==> src/rtl/hex_display_scan.sv <==
// rtl/hex_display_scan.sv - four-digit multiplexed hex display with frame-aligned commit
// Optional leading-zero blanking enabled by defining HEX_DISPLAY_LZB_EN.
module hex_display_scan #(
    parameter int unsigned REFRESH_DIV = 100000
) (
    input  logic        clk,
    input  logic        rst_n,
    input  logic [15:0] data_i,
    input  logic        load_i,
    input  logic        en_i,
    output logic [3:0]  an_o,
    output logic [6:0]  seg_o,
    output logic        tick_o
);

    localparam logic [23:0] LAST_CNT = 24'(REFRESH_DIV - 1);

    logic [15:0] hold_q;
    logic [15:0] disp_q;
    logic [23:0] cnt_q;
    logic [1:0]  digit_q;
    logic [3:0]  nibble;
    logic [6:0]  seg_d;
    logic [3:0]  an_d;
    logic        wrap;

    assign wrap   = (cnt_q == LAST_CNT);
    assign nibble = disp_q[{digit_q, 2'b00} +: 4];

    always_comb begin
        seg_d = 7'h7F;
        case (nibble)
            4'h0: seg_d = 7'h40;
            4'h1: seg_d = 7'h79;
            4'h2: seg_d = 7'h24;
            4'h3: seg_d = 7'h30;
            4'h4: seg_d = 7'h19;
            4'h5: seg_d = 7'h12;
            4'h6: seg_d = 7'h02;
            4'h7: seg_d = 7'h78;
            4'h8: seg_d = 7'h00;
            4'h9: seg_d = 7'h10;
            4'hA: seg_d = 7'h08;
            4'hB: seg_d = 7'h03;
            4'hC: seg_d = 7'h46;
            4'hD: seg_d = 7'h21;
            4'hE: seg_d = 7'h06;
            4'hF: seg_d = 7'h0E;
            default: seg_d = 7'h7F;
        endcase
    end

`ifdef HEX_DISPLAY_LZB_EN
    logic [1:0] msd;

    // Index of the most significant non-zero nibble; digit 0 is always lit.
    always_comb begin
        msd = 2'd0;
        if (disp_q[15:12] != 4'h0)     msd = 2'd3;
        else if (disp_q[11:8] != 4'h0) msd = 2'd2;
        else if (disp_q[7:4] != 4'h0)  msd = 2'd1;
    end

    always_comb begin
        an_d = ~(4'b0001 << digit_q);
        if (digit_q > msd) an_d = 4'b1111;
    end
`else
    always_comb begin
        an_d = ~(4'b0001 << digit_q);
    end
`endif

    always_ff @(posedge clk or negedge rst_n) begin
        if (!rst_n) begin
            hold_q  <= 16'h0000;
            disp_q  <= 16'h0000;
            cnt_q   <= 24'd0;
            digit_q <= 2'd0;
            an_o    <= 4'b1111;
            seg_o   <= 7'h7F;
            tick_o  <= 1'b0;
        end else begin
            if (load_i) hold_q <= data_i;
            if (en_i) begin
                an_o  <= an_d;
                seg_o <= seg_d;
                if (wrap) begin
                    cnt_q   <= 24'd0;
                    digit_q <= digit_q + 2'd1;
                    tick_o  <= 1'b1;
                    // Commit only when leaving the last digit so a frame never mixes two words.
                    if (digit_q == 2'd3) disp_q <= load_i ? data_i : hold_q;
                end else begin
                    cnt_q  <= cnt_q + 24'd1;
                    tick_o <= 1'b0;
                end
            end else begin
                cnt_q   <= 24'd0;
                digit_q <= 2'd0;
                tick_o  <= 1'b0;
                an_o    <= 4'b1111;
                seg_o   <= 7'h7F;
            end
        end
    end

endmodule
==> config.mk <==
export PLATFORM = sky130hd
export DESIGN_NAME = hex_display_scan
export DESIGN_NICKNAME = d
export VERILOG_FILES = /design/src/rtl/hex_display_scan.sv
export SDC_FILE = /design/constraint.sdc
export NUM_CORES = 1
export LEC_CHECK = 0
export CAP_MARGIN = 5
export CORE_UTILIZATION = 56
export DETAILED_ROUTE_END_ITERATION = 16
export PLACE_DENSITY = 0.74
export SKIP_CTS_REPAIR_TIMING = 1
export SLEW_MARGIN = 20
export SYNTH_ARGS = -nofsm -noshare
export SYNTH_HDL_FRONTEND = slang
export SYNTH_SLANG_ARGS = --single-unit
==> constraint.sdc <==
create_clock -name clk -period 2.77 [get_ports clk]
set_clock_uncertainty 0.05 [all_clocks]
set_input_delay 0.277 -clock clk [delete_from_list [all_inputs] [get_ports clk]]
set_output_delay 0.277 -clock clk [all_outputs]
set_load 0.1 [all_outputs]
Word-level counts from Yosys, hierarchy flattened
Memories as Yosys holds them, arrays and structs flattened.
Cells that the tools add are included.
- bits in read-only memories: 112
- word-level logic and storage cells: 26
- output and inout port bits: 12
- memories: 1
- bits of input ports: 20
- register bits: 70
- reduce and logical (&&, ||, !) cells: 1
- shift operators: 2
- bitwise logic cells: 1
- equality and inequality tests: 3
- $add $sub $neg: 2
- multiplexer cells: 9
- memories (memory ; depth ; width ; read ports ; clocked after Yosys merged registers in ; write ports ; RTL line ; text):
    (no name shown) ; 16 ; 7 ; 1 ; 0 ; 0 ; 32 ; case (nibble)
- operator list (kind ; number):
    $mux W24 ; 2
    $add A24 B1 Y24 const B ; 1
    $eq A24 B17 Y1 const B ; 1
    $mux W16 ; 1
    $shiftx A16 B5 Y4 ; 1
    $mux W7 ; 1
    $mux W2 ; 2
    $mux W4 ; 1
    $not A4 Y4 ; 1
    $shl A1 B2 Y4 const A ; 1
    $reduce_and A3 Y1 ; 1
    $add A2 B1 Y2 const B ; 1
    $eq A2 B2 Y1 const B ; 1
    $mux W1 ; 2
    $ne A2 B1 Y1 const B ; 1

Depth between registers and ports, before layout
Gate-level depths: netlist of the first run.
- word-level depth: 3
- mapped depth: 7
- gate-level depth less buffers: 6

Least setup slack after synthesis of the first run
No wires, ideal clock.
- kind: register -> register
- start: register cnt_q[0]
- end: register disp_q[10]
- period minus slack after synthesis: 2137 ps
- data required time: 2595 ps
- arrival time: 1962 ps
- path slack: 633 ps
- buffers on the path: 2
- setup time: 125 ps
- stages on the path, launching flop included: 8
- cells stage by stage: dfrtp_1 ha_1 and4_1 buf_6 nand4_2 nor4_4 buf_6 mux2_2
- word-level cells in the longest chain between the ends: 2
- RTL lines (element ; RTL line ; text):
    start: declaration ; 20 ; logic [23:0] cnt_q;
    start signal: assignment ; 95 ; cnt_q <= cnt_q + 24'd1;
    $eq A24 B17 Y1 ; 27 ; assign wrap = (cnt_q == LAST_CNT);
    $reduce_and A3 Y1 (no line) ; - ;
    end signal: assignment ; 93 ; if (digit_q == 2'd3) disp_q <= load_i ? data_i : hold_q;
    end: declaration ; 19 ; logic [15:0] disp_q;
Every way passes these cells.
A chain may end at the register's enable or synchronous reset.

Worst setup path in the final report of the first run
- start: register cnt_q[0]
- end: register disp_q[14]
The elaborated chain is that of the path after synthesis.

==> results of run 1 <==
layer usage:
layer | wire length, um | up-vias | track usage [%]
li1 | - | 1051 | -
met1 | 2770 | 1109 | 30.9
met5 | 0 | - | 0
met3 | 257 | 4 | 5.12
met2 | 2790 | 59 | 33.6
met4 | 38 | 0 | 9.07
stage by stage:
| stage | hold WS (ns) | instances | setup slack [ns] |
|---|---|---|---|
| global route | 0.169 | 382 | 0.318 |
| detailed placement | 0.428 | 367 | 0.504 |
| finish | 0.0823 | 382 | 0.489 |
| floorplan | -0.0686 | 272 | 0.633 |
| global placement | 0.409 | 367 | 0.607 |
| CTS | 0.115 | 382 | 0.499 |
worst max-delay path, cell delays in order (launching register included):
cell and delay, ns:
dfrtp_1 0.39, ha_1 0.22, and4_1 0.38, nand4_2 0.20
nor4_4 0.29, buf_4 0.28, mux2_2 0.36
synth_stat cells, drive strengths merged (5+ instances only):
| library cell | count | share of area (%) |
|---|---|---|
| dfrtp | 59 | 45 |
| mux2 | 33 | 11 |
| nand2 | 19 | 2.2 |
| nor2 | 17 | 1.9 |
| a21oi | 13 | 2.0 |
| o21ai | 12 | 1.8 |
| dfstp | 11 | 8.8 |
| ha | 11 | 4.2 |
| nand4 | 11 | 2.3 |
| xor2 | 11 | 2.9 |
| or3 | 9 | 1.7 |
| clkbuf | 8 | 0.92 |
| inv | 7 | 0.80 |
| nand3 | 6 | 0.92 |
| and4 | 5 | 1.3 |
| buf | 5 | 1.3 |
registers in the layout, summed over array words and instances, names as in the netlist:
register  flops
an_o          4
cnt_q        24
digit_q       2
disp_q       16
hold_q       16
seg_o         7
tick_o        1
path summary, 6_finish.rpt:
path	endpoint	cells past startpoint
worst max-delay path	disp_q[14]$_DFFE_PN0P_	6
worst min-delay path	disp_q[3]$_DFFE_PN0P_	2
worst max register to register	disp_q[14]$_DFFE_PN0P_	6
worst min register to register	cnt_q[0]$_DFF_PN0_	1
max in group asynchronous	digit_q[0]$_DFFE_PN0P_	2
min in group clk	cnt_q[0]$_DFF_PN0_	1
power breakdown:
group | switching (uW) | leakage (uW) | total, uW | internal [uW]
sequential | 10.6 | 0.000901 | 1070 | 1060
clock | 364 | 0.0000994 | 866 | 501
combinational | 94.9 | 0.000603 | 155 | 59.7
cell families (layout without fill, tap and decap cells):
kind of cell,Yosys count,after routing,share of synthesized area [%]
buffers and inverters,20,58,3.02
and+or+nand+nor,84,84,14.6
adders and majority gates,11,11,4.20
DFF,70,70,53.9
AOI/OAI and AO/OA,36,36,6.45
muxes,39,39,14.7
xor gates and xnor gates,12,12,3.21
cell type report:
| type | instances | area, um^2 | area share (%) |
|---|---|---|---|
| flip-flops and latches | 70 | 1770 | 46.3 |
| clock inverters | 4 | 72.6 | 1.90 |
| repair buffers | 36 | 313 | 8.20 |
| multi-input cells | 182 | 1410 | 37.1 |
| well taps | 72 | 90.1 | 2.36 |
| inverters | 7 | 26.3 | 0.689 |
| clock buffers | 11 | 131 | 3.45 |
==> flow_metrics.env, run 1 <==
export IMPL_ant_nets=0
export IMPL_drtIter0Drc=102
export IMPL_status="complete, no violations"
export IMPL_clockBufferDepth=2
export IMPL_cap_violations=0
export IMPL_drv_slew=0
export IMPL_path_clk_slew_ns=0.08
export IMPL_hold_viol=0
export IMPL_grt_antenna_before_repair=0
export IMPL_syn_area_mm2=0.00328
export IMPL_clk_latency_ns=0.34
export IMPL_finalCritPeriodShare_pct=82.4
export IMPL_wl_per_cell_um=15.3
export IMPL_yosysWarnings=0
export IMPL_utilization_pct=68.4
export IMPL_grt_overflow=0
export IMPL_drive_gt1_share_pct=26.5
export IMPL_layout_cells_most_common="dfrtp_1"
export IMPL_fp_row_count=27
export IMPL_pwr_density_cell_mw_per_mm2=548
export IMPL_synthArstFlopShare_pct=100
export IMPL_yosysSeqAreaShare_pct=53.9
export IMPL_crit_arrival_ns=2.45
export IMPL_crit_path_max_fanout=16
export IMPL_initial_core_util_pct=58.8
export IMPL_vias_per_cell=5.82
export IMPL_ir_worst_vdd_mv=0.325
export IMPL_ioPinCount=32
export IMPL_syn_to_final_growth_pct=16.3
export IMPL_place_area_mm2=0.00361
export IMPL_num_nets_final=337
export IMPL_criticalPathCategory="reg2reg"
export IMPL_leakagePower_uw=0.00160
export IMPL_final_min_clock_period_ns=2.28
export IMPL_fmax_ghz=0.438
export IMPL_die_w_um=78.5
export IMPL_synthesis_nets=303
export IMPL_n_fill_cell=412
export IMPL_fin_tns_setup_ns=0
export IMPL_grt_pass1_vias=2203
export IMPL_ys_types=39
export IMPL_layout_common_cells="dfrtp_1 (59), mux2_2 (33), nand2_1 (19), clkdlybuf4s50_1 (18)"
export IMPL_syn_avg_cell_area_um2=12.1
export IMPL_critPathCaptureType="flop"
export IMPL_fin_area_mm2=0.00381
export IMPL_finalPower_uw=2090
export IMPL_portBuffers=31
export IMPL_slew_headroom_pct=44.4
export IMPL_dieArea_mm2=0.00616
export IMPL_synth_edff_count=0
export IMPL_routed_wl_mm=5.86
export IMPL_finalSetupViolCount=0
export IMPL_firstDrtPassIters=4
export IMPL_cts_tree="done"
export IMPL_rsz0062_at_grt="no"
export IMPL_grt_pass1_wl_mm=10.4
export IMPL_reg2reg_from="cnt_q[0]$_DFF_PN0_"
export IMPL_track_usage_pct=22.2
export IMPL_vias=2223
export IMPL_diodes=0
export IMPL_root_buffer="clkbuf_8"
export IMPL_tightest_slew_ns=0.834
export IMPL_grt_max_degree=71
export IMPL_htree_levels=3
export IMPL_ys_ff_latch=70
export IMPL_startpoint_type="flop"
export IMPL_route_detailed_drc=0
export IMPL_syn_inst=272
export IMPL_gp_congestion=0.824
export IMPL_cts_buffers=9
export IMPL_ys_flop_type="dfrtp_1"
export IMPL_min_delay_path_class="in2async"
export IMPL_dpl_hpwl_mm=3.85
export IMPL_cp_data_required_time_ns=2.94
export IMPL_cts_sinks=70
export IMPL_core_mm2=0.00557
export IMPL_crit_start="cnt_q[0]$_DFF_PN0_"
export IMPL_ff2ff_setup_slack_ns=0.49
export IMPL_die_y_um=78.5
Note: power is estimated with default switching activity, not from simulation.
==> run 2: changes to the inputs <==
--- a/config.mk
+++ b/config.mk
@@ -6,9 +6,9 @@
 export NUM_CORES = 1
 export LEC_CHECK = 0
 export CAP_MARGIN = 5
-export CORE_UTILIZATION = 56
+export CORE_UTILIZATION = 51
 export DETAILED_ROUTE_END_ITERATION = 16
-export PLACE_DENSITY = 0.74
+export PLACE_DENSITY = 0.71
 export SKIP_CTS_REPAIR_TIMING = 1
 export SLEW_MARGIN = 20
 export SYNTH_ARGS = -nofsm -noshare
==> constraint.sdc (replaced) <==
create_clock -name clk -period 1.9 [get_ports clk]
set_clock_uncertainty 0.05 [all_clocks]
set_input_delay 0.19 -clock clk [delete_from_list [all_inputs] [get_ports clk]]
set_output_delay 0.19 -clock clk [all_outputs]
set_load 0.1 [all_outputs]
==> run 2 against run 1 <==
Net effect:
- maximum frequency up 16%
- design area up 21%
- die area up 9.6%
- first-iteration DRC count up 92%
- sequential power up 46%
- clock power up 41%
- the flow now finishes with violations (negative setup slack)
- routed wire length up 31%
- critical path depth unchanged
- worst hold slack better by 0.26 ns
==> flow_metrics.env, run 2 (synthesis gave the netlist of run 1 again) <==
export IMPL_finalCritPeriodShare_pct=104
export IMPL_slew_headroom_pct=76.5
export IMPL_grt_pass1_wl_mm=10.8
export IMPL_cp_data_required_time_ns=2.09
export IMPL_cts_sinks=70
export IMPL_criticalPathCategory="reg2reg"
export IMPL_fmax_ghz=0.506
export IMPL_top_layer_used="met4"
export IMPL_dieArea_mm2=0.00675
export IMPL_met3_wirelength_um=393
export IMPL_rsz0062_at_grt="yes"
export IMPL_clockBufferDepth=2
export IMPL_die_w_um=82.2
export IMPL_tightest_slew_ns=0.348
export IMPL_leakagePower_uw=0.00199
export IMPL_path_clk_slew_ns=0.07
export IMPL_routed_wl_mm=7.65
export IMPL_firstDrtPassIters=4
export IMPL_drtIter0Drc=196
export IMPL_portBuffers=31
export IMPL_crit_arrival_ns=2.16
export IMPL_track_usage_pct=22.1
export IMPL_wl_per_cell_um=17.5
export IMPL_ant_nets=0
export IMPL_grt_pass1_vias=2222
export IMPL_grt_antenna_before_repair=0
export IMPL_wl_met1_mm=3.42
export IMPL_min_delay_path_class="in2async"
export IMPL_drive_gt1_share_pct=41.4
export IMPL_crit_path_max_fanout=8
export IMPL_top_register="cnt_q"
export IMPL_cts_buffers=9
export IMPL_final_min_clock_period_ns=1.97
export IMPL_grt_max_degree=71
export IMPL_initial_core_util_pct=54.1
export IMPL_dpl_hpwl_mm=4.66
export IMPL_largest_reg_flops=24
export IMPL_utilization_pct=76.0
export IMPL_dp_slack_ns=-0.154
export IMPL_fin_area_mm2=0.00461
export IMPL_ioPinCount=32
export IMPL_status="finished, violations left"
export IMPL_route_detailed_drc=0
export IMPL_layout_cells_most_common="dfrtp_1"
export IMPL_clk_latency_ns=0.35
export IMPL_finalPower_uw=3050
export IMPL_vias_per_cell=5.75
export IMPL_failed_checks="negative setup slack"
export IMPL_wl_met2_mm=3.67
export IMPL_diodes=0
export IMPL_num_nets_final=389
export IMPL_cts_tree="done"
export IMPL_fin_tns_setup_ns=-0.940
export IMPL_n_fill_cell=384
export IMPL_core_mm2=0.00606
export IMPL_cap_violations=0
export IMPL_root_buffer="clkbuf_8"
export IMPL_layout_setup_ws_ns=-0.0748
export IMPL_startpoint_type="flop"
export IMPL_syn_to_final_growth_pct=40.6
export IMPL_die_y_um=82.2
export IMPL_hold_viol=0
export IMPL_vias=2513
export IMPL_finalSetupViolCount=18
export IMPL_reg_top3="cnt_q x24, disp_q x16, hold_q x16"
export IMPL_critPathCaptureType="flop"
export IMPL_fp_row_count=28
export IMPL_htree_levels=3
export IMPL_drv_slew=0
export IMPL_pwr_density_cell_mw_per_mm2=662
export IMPL_gp_congestion=0.826
export IMPL_layout_common_cells="dfrtp_1 (58), buf_4 (50), nand2_1 (18), clkdlybuf4s50_1 (18)"
export IMPL_place_area_mm2=0.00404
export IMPL_ir_worst_vdd_mv=0.456
export IMPL_grt_overflow=0
==> run 2: worst max-delay path: stages (launching register included) <==
cell and delay, ns:
dfrtp_1 0.40, nor4b_4 0.35, nand2_2 0.13, nor4_4 0.27, buf_4 0.18, clkbuf_16 0.17
mux2_4 0.30
==> run 2: stage by stage <==
step | cells | hold slack (ns)
floorplan | 272 | -0.156
finish | 437 | 0.342
detailed placement | 404 | 0.188
global route | 437 | 0.376
CTS | 419 | -0.194
global placement | 404 | 0.186
==> run 2: layout make-up <==
cell class	instances	area, um^2	share of cell area [%]
clock buffers	12	155	3.37
clock inverters	3	43.8	0.950
inverters	7	28.8	0.624
multi-input cells	183	1630	35.4
flip-flops and latches	70	1770	38.3
well taps	75	93.8	2.04
repair buffers	87	890	19.3
==> run 2: final timing paths <==
| check | endpoint | from | slack [ns] | cells past startpoint |
|---|---|---|---|---|
| max in group asynchronous | seg_o[3]$_DFF_PN1_ | rst_n | 1.15 | 3 |
| setup reg to reg | disp_q[9]$_DFFE_PN0P_ | cnt_q[6]$_DFF_PN0_ | -0.07 | 6 |
| setup / recovery | disp_q[9]$_DFFE_PN0P_ | cnt_q[6]$_DFF_PN0_ | -0.07 | 6 |
| min in group clk | hold_q[7]$_DFF_PN0_ | data_i[7] | 0.43 | 2 |
| hold reg to reg | hold_q[14]$_DFF_PN0_ | hold_q[14]$_DFF_PN0_ | 0.46 | 1 |
| hold / removal | hold_q[3]$_DFF_PN0_ | rst_n | 0.34 | 3 |
==> run 2: where the power goes <==
part | leakage (uW) | internal, uW | total, uW | switching, uW
clock | 0.000102 | 671 | 1220 | 549
sequential | 0.000900 | 1540 | 1560 | 18.9
combinational | 0.000987 | 120 | 268 | 148
total | 0.00199 | 2330 | 3050 | 715
==> run 2: metal layers <==
metal / track usage, % / vias to the layer above
li1: - / 1168
met1: 31.0 / 1246
met2: 33.0 / 83
met3: 4.07 / 16
met4: 11.2 / 0
met5: 0 / -
==> patch 1: new RTL, flow settings as in run 2 <==
Register the inputs `data_i`, `load_i` and `en_i` before use. The logic sees them one clock later.
--- a/src/rtl/hex_display_scan.sv
+++ b/src/rtl/hex_display_scan.sv
@@ -15,4 +15,14 @@
 
     localparam logic [23:0] LAST_CNT = 24'(REFRESH_DIV - 1);
+
+    logic [15:0] data_q;
+    logic load_q;
+    logic en_q;
+
+    always_ff @(posedge clk) begin
+        data_q <= data_i;
+        load_q <= load_i;
+        en_q   <= en_i;
+    end
 
     logic [15:0] hold_q;
@@ -82,6 +92,6 @@
             tick_o  <= 1'b0;
         end else begin
-            if (load_i) hold_q <= data_i;
-            if (en_i) begin
+            if (load_q) hold_q <= data_q;
+            if (en_q) begin
                 an_o  <= an_d;
                 seg_o <= seg_d;
@@ -91,5 +101,5 @@
                     tick_o  <= 1'b1;
                     // Commit only when leaving the last digit so a frame never mixes two words.
-                    if (digit_q == 2'd3) disp_q <= load_i ? data_i : hold_q;
+                    if (digit_q == 2'd3) disp_q <= load_q ? data_q : hold_q;
                 end else begin
                     cnt_q  <= cnt_q + 24'd1;
Function: changed (a bounded check fails within 4 cycles, from zero or initial values and one cycle with rst_n low).
==> patch 1 against run 2 <==
Critical path type unchanged; maximum frequency down 1.2%; setup slack worse by 0.023 ns; design area rose by 7.6%; the run still ends with setup timing left; largest cell class unchanged; critical endpoint is now disp_q[8]$_DFFE_PN0P_; die area increased by 11%; utilization is 3.5 points lower; via count is 3.6% higher; wire length increased by 1.6%; sequential cell count is 18 higher; area after synthesis rose by 11%; total power is 17% higher.
==> patch 1: results (changes against run 2) <==
Yosys
The synthesized instance count is 290 (+6.6%). The total nets after synthesis is 321 (+5.9%). The total number of yosys warnings is 0 (unchanged).

The unique cell type count in the Yosys netlist is 40 (+2.6%). The sequential area share after synthesis was 58.4% (+4.6 points). The most used flip-flop cell after synthesis is sky130_fd_sc_hd__dfrtp_1.

The async set-reset flop share out of synthesis is 79.5% (-20 points). Ranked by instance count, the synthesized netlist is headed by sky130_fd_sc_hd__dfrtp_1 (59), sky130_fd_sc_hd__mux2_2 (33), sky130_fd_sc_hd__nand2_1 (19). Yosys attributes the largest share of cell area to sky130_fd_sc_hd__dfrtp_1 (41%), sky130_fd_sc_hd__mux2_2 (10%), sky130_fd_sc_hd__dfxtp_1 (9.9%).

Setup path
The worst register-to-register path ends at disp_q[8]$_DFFE_PN0P_. The largest stage delay on the critical path is 0.40 ns (about the same). The startpoint of the worst-slack reg-to-reg timing path is cnt_q[21]$_DFF_PN0_. The signal arrival time at the worst endpoint is 2.19 ns (+0.03 ns). STA classifies the critical path startpoint as a flip-flop.

The count of cells along the worst register-to-register path was 6 (unchanged).

Global routing
The global-route usage over all layers was 20.6% (-1.5 points). The number of global-route vias before repair is 2434 (+9.5%). The initial antenna violation count came to 0 (unchanged). The maximum number of pins on one net before global-route repair is 28 (-61%).

The first-pass GRT wire length was 11.5 mm (+7.0%).

Min path
The worst hold path terminates at data_q[10]$_DFF_P_. In this run the worst hold path is classified as input port to flip-flop. The worst hold path depth is 1.

Clocking
The TritonCTS buffer count is 9 (unchanged). The H-tree depth was 3 (unchanged). The buffer levels on the longest clock path was 2 (unchanged). The clock edge transition at the registers on the reported setup and hold paths came to 0.09 ns (+0.02 ns).

Placed design
The half-perimeter wire length after placement came to 4.73 mm (+1.4%). The number of placed instances, taps included is 443 (+9.7%). The final weighted congestion of routability-driven global placement is 0.836 (+1.2%). The pre-CTS setup slack is -0.0438 ns (+0.111 ns).

STA
The count of final setup violators was 18 (unchanged). The final worst slack is -0.0979 ns (-0.0231 ns). The sum of negative setup slack is -1.16 ns (-0.224 ns). The worst relative slew slack came to 75.3% (-1.2 points).

Cells and area
The count of antenna diodes in the layout is 0 (unchanged). The final non-filler cell total is 473 (+8.2%). The flip-flop count of the largest register, all copies and words added came to 24 (unchanged). The ratio of cells with drive above 1 in the final layout is 40.3% (-1.1 points).

The total of fill cells in the finished design is 460 (+20%). The count of nets after finishing is 403 (+3.6%).

Pwr
The static leakage was 2.12 nW (+6.8%). The peak ir drop on the vdd network came to 0.000435 V (-4.6%).

Detailed routing
The DRC violation total after the first TritonRoute iteration came to 116 (-41%). The routed wire length per instance came to 16.4 µm (-6.2%). The detailed-route via count was 2604 (+3.6%).

Run status
The final reports fail on setup timing. The run finished, with violations left.
==> patch 1: logic make-up (layout without fill, tap and decap cells) <==
kind of cell    count (synthesis)  after routing  share of synthesized area [%]
compound gates                 36             36                           5.81
mux                            39             40                           13.2
flops                          88             88                           58.4
xor+xnor                       12             12                           2.89
buf+inv                        20            106                           2.72
simple gates                   84             84                           13.1
fa+ha+maj                      11             11                           3.78
==> patch 1: per-layer routing <==
layer | share of wire (%) | vias to the layer above | GRT usage (%)
li1 | - | 1208 | -
met1 | 46 | 1313 | 28.5
met2 | 48 | 70 | 30.5
met3 | 4.7 | 13 | 4.10
met4 | 1.8 | 0 | 11.4
met5 | 0 | - | 0
==> patch 1: final cells by class <==
| type | count | area share, % |
|---|---|---|
| inverter | 7 | 0.581 |
| clock buffer | 12 | 3.15 |
| clock inverter | 4 | 1.06 |
| tap | 96 | 2.42 |
| timing repair buffer | 83 | 17.2 |
| sequential | 88 | 42.9 |
| multi-input combinational | 183 | 32.7 |
==> patch 1: how the worst max path moves through the flow <==
stage	end	slack, ns
after floorplan	disp_q[10]$_DFFE_PN0P_	-0.15
after global placement	disp_q[11]$_DFFE_PN0P_	-0.01
after detailed placement	disp_q[13]$_DFFE_PN0P_	-0.04
after CTS	disp_q[13]$_DFFE_PN0P_	-0.05
after global routing	digit_q[0]$_DFFE_PN0P_	-0.17
final	disp_q[8]$_DFFE_PN0P_	-0.1
==> patch 1: through the flow <==
stage / utilization (%) / cell area (µm²) / hold slack (ns)
2_1_floorplan: - / 3650 / -0.156
3_3_place_gp: 64.6 / 4410 / 0.0808
3_5_place_dp: 64.6 / 4410 / 0.0779
4_1_cts: 67.7 / 4620 / -0.325
5_1_grt: 72.6 / 4960 / 0.198
6_report: 72.6 / 4960 / 0.210
==> patch 1: report_power, final <==
part | leakage, nW | internal [mW] | total (mW) | switching [mW]
Clock | 0.106 | 0.691 | 1.35 | 0.654
Sequential | 1.05 | 1.94 | 1.96 | 0.0232
Combinational | 0.967 | 0.122 | 0.269 | 0.147
Total | 2.12 | 2.75 | 3.58 | 0.824
==> patch 1: worst max-delay path: cells and delay by family (launching register included) <==
kind / cells / cell delay, ns
multiplexers: 1 / 0.30
AND/OR/NAND/NOR: 3 / 0.78
flip-flops: 1 / 0.40
buffers and inverters: 2 / 0.35
==> patch 2: new RTL, flow settings as in run 2 <==
Made on the original files. Change the parameter `REFRESH_DIV` from 100000 to 50000.
--- a/src/rtl/hex_display_scan.sv
+++ b/src/rtl/hex_display_scan.sv
@@ -2,5 +2,5 @@
 // Optional leading-zero blanking enabled by defining HEX_DISPLAY_LZB_EN.
 module hex_display_scan #(
-    parameter int unsigned REFRESH_DIV = 100000
+    parameter int unsigned REFRESH_DIV = 50000
 ) (
     input  logic        clk,
Check against the original RTL: same outputs for any inputs over 10 cycles, from zero or initial values and one cycle with rst_n low; that may be too few to reach the edited logic, so the function may still have changed.
==> patch 2 against run 2 <==
Maximum frequency shrank 6.3%; critical endpoint is now disp_q[2]$_DFFE_PN0P_; via count shrank 6.6%; total power grew 5.0%; sequential cell count is the same; cell count shrank 1.4%; design area shrank 4.9%; largest cell class unchanged; the flow still finishes with violations (setup timing); area after synthesis grew 1.1%; wire length shrank 15%; setup slack lost 0.13 ns.
==> patch 2: results (changes against run 2) <==
Global routing
The first-pass GRT wire length is 10.9 mm (+0.64%). The maximum number of pins on one net before global-route repair is 29 (-59%). The initial antenna violation count is 0 (unchanged). The global-route usage over all layers is 22.0% (-0.099 points). The met1 usage is 30.5% (-0.51 points). The number of global-route vias before repair was 2206 (-0.72%). The met2 demand-to-capacity share in global routing is 33.2% (+0.25 points). The met3 layer usage reported by global route is 4.18% (+0.11 points).

Detailed routing
The total length of routed wires was 6.49 mm (-15%). The detailed-route via count is 2348 (-6.6%). The DRC violation total after the first TritonRoute iteration came to 100 (-49%). The routed wire length per instance is 15.1 µm (-14%).

Yosys
After synthesis, the most frequently instantiated cells are sky130_fd_sc_hd__dfrtp_1 (59), sky130_fd_sc_hd__mux2_2 (23), sky130_fd_sc_hd__nand2_1 (18). The most instantiated flip-flop cell in the synthesis netlist is sky130_fd_sc_hd__dfrtp_1. The mean post-synth cell area is 12.1 µm² (+0.37%).

By area the synthesized netlist is led by sky130_fd_sc_hd__dfrtp_1 (45%), sky130_fd_sc_hd__dfstp_2 (8.7%), sky130_fd_sc_hd__mux2_2 (7.8%). The sequential area share after synthesis is 53.3% (-0.59 points). The total nets after synthesis came to 305 (+0.66%).

Cells and area
The count of nets after finishing was 380 (-2.3%). The count of antenna diodes in the layout is 0 (unchanged). The total of fill cells in the finished design is 470 (+22%).

The ratio of cells with drive above 1 in the final layout is 37.6% (-3.9 points).

Pwr
The static leakage is 1.90 nW (-4.7%). The internal power of the cells is 2.42 mW (+3.7%). The peak ir drop on the vdd network came to 0.000680 V (+49%).

Placed design
The final weighted congestion of routability-driven global placement is 0.821 (-0.57%). The half-perimeter wire length after placement is 4.58 mm (-1.8%). The number of placed instances, taps included came to 413 (+2.2%).

STA
The count of final setup violators was 44 (+26). The smallest hold slack is 0.352 ns (+0.00952 ns). The worst relative slew slack is 57.5% (-19 points). The final worst slack was -0.207 ns (-0.132 ns).

Run status
The final reports fail on setup timing. The flow ran to the end, but the final reports show violations.

Setup path
The capturing element of the worst setup path is disp_q[2]$_DFFE_PN0P_. In this run the critical register-to-register path is launched from cnt_q[18]$_DFF_PN0_. The signal arrival time at the worst endpoint is 2.30 ns (+0.14 ns). The count of cells along the worst register-to-register path is 5 (-1). The critical-path maximum fanout is 16 (+8). The worst setup path category is flip-flop to flip-flop. The worst register-to-register path ends at disp_q[2]$_DFFE_PN0P_.

Clocking
The clock edge transition at the registers on the reported setup and hold paths came to 0.09 ns (+0.02 ns). The TritonCTS buffer count is 9 (unchanged).
patch 2: area by class of cell:
cell class | instances | area share [%]
clock buffer | 9 | 2.83
multi-input combinational | 182 | 33.3
timing repair buffer | 77 | 18.2
tap | 77 | 2.20
sequential | 70 | 40.3
clock inverter | 7 | 2.43
inverter | 9 | 0.771
patch 2: through the flow:
| stage | power, mW | instance area (µm²) | TNS (ns) | worst slack, ns |
|---|---|---|---|---|
| after floorplan | 1.72 | 3330 | -7.97 | -0.378 |
| after global placement | 1.85 | 4110 | -6.03 | -0.186 |
| after detailed placement | 1.85 | 4110 | -7.00 | -0.229 |
| after CTS | 3.23 | 4340 | -7.51 | -0.228 |
| after global routing | 3.33 | 4380 | -8.10 | -0.263 |
| final | 3.20 | 4380 | -5.29 | -0.207 |
patch 2: power by group through the flow:
stage	Clock (mW)	Sequential, mW	Combinational [mW]
4_1_cts	1.41	1.56	0.265
5_1_grt	1.48	1.57	0.286
2_1_floorplan	0	1.64	0.0745
3_5_place_dp	0	1.59	0.264
6_report	1.38	1.56	0.263
3_3_place_gp	0	1.59	0.261
patch 2: cells by family (layout without fill, tap and decap cells):
| group | Yosys count | in the layout | synth area share, % |
|---|---|---|---|
| AND/OR/NAND/NOR | 82 | 82 | 13.6 |
| flip-flops | 70 | 70 | 53.3 |
| AO/OA/AOI/OAI | 40 | 40 | 7.13 |
| multiplexers | 39 | 39 | 15.7 |
| buffers and inverters | 22 | 102 | 3.51 |
| adder cells (fa/ha/maj) | 11 | 11 | 4.15 |
| XOR/XNOR | 10 | 10 | 2.64 |
patch 2: worst min-delay path by stage:
stage	from	cells after the start	end
finish	rst_n	2	tick_o$_DFF_PN0_
global route	rst_n	2	disp_q[14]$_DFFE_PN0P_
CTS	rst_n	1	disp_q[14]$_DFFE_PN0P_
detailed placement	rst_n	1	tick_o$_DFF_PN0_
global placement	rst_n	1	tick_o$_DFF_PN0_
floorplan	rst_n	0	cnt_q[0]$_DFF_PN0_
patch 2: routing by layer:
metal | part of all wire (%) | wire length [µm]
met1 | 47 | 3070
met2 | 48 | 3120
met3 | 2.5 | 159
met4 | 2.1 | 137
met5 | 0 | 0
patch 2: critical path: stages, from the launching register on:
cell and delay (ns):
sky130_fd_sc_hd__dfrtp_1 0.38, sky130_fd_sc_hd__or4b_1 0.51, sky130_fd_sc_hd__or3_4 0.36, sky130_fd_sc_hd__nor3_4 0.16, sky130_fd_sc_hd__buf_12 0.19, sky130_fd_sc_hd__mux2_2 0.35
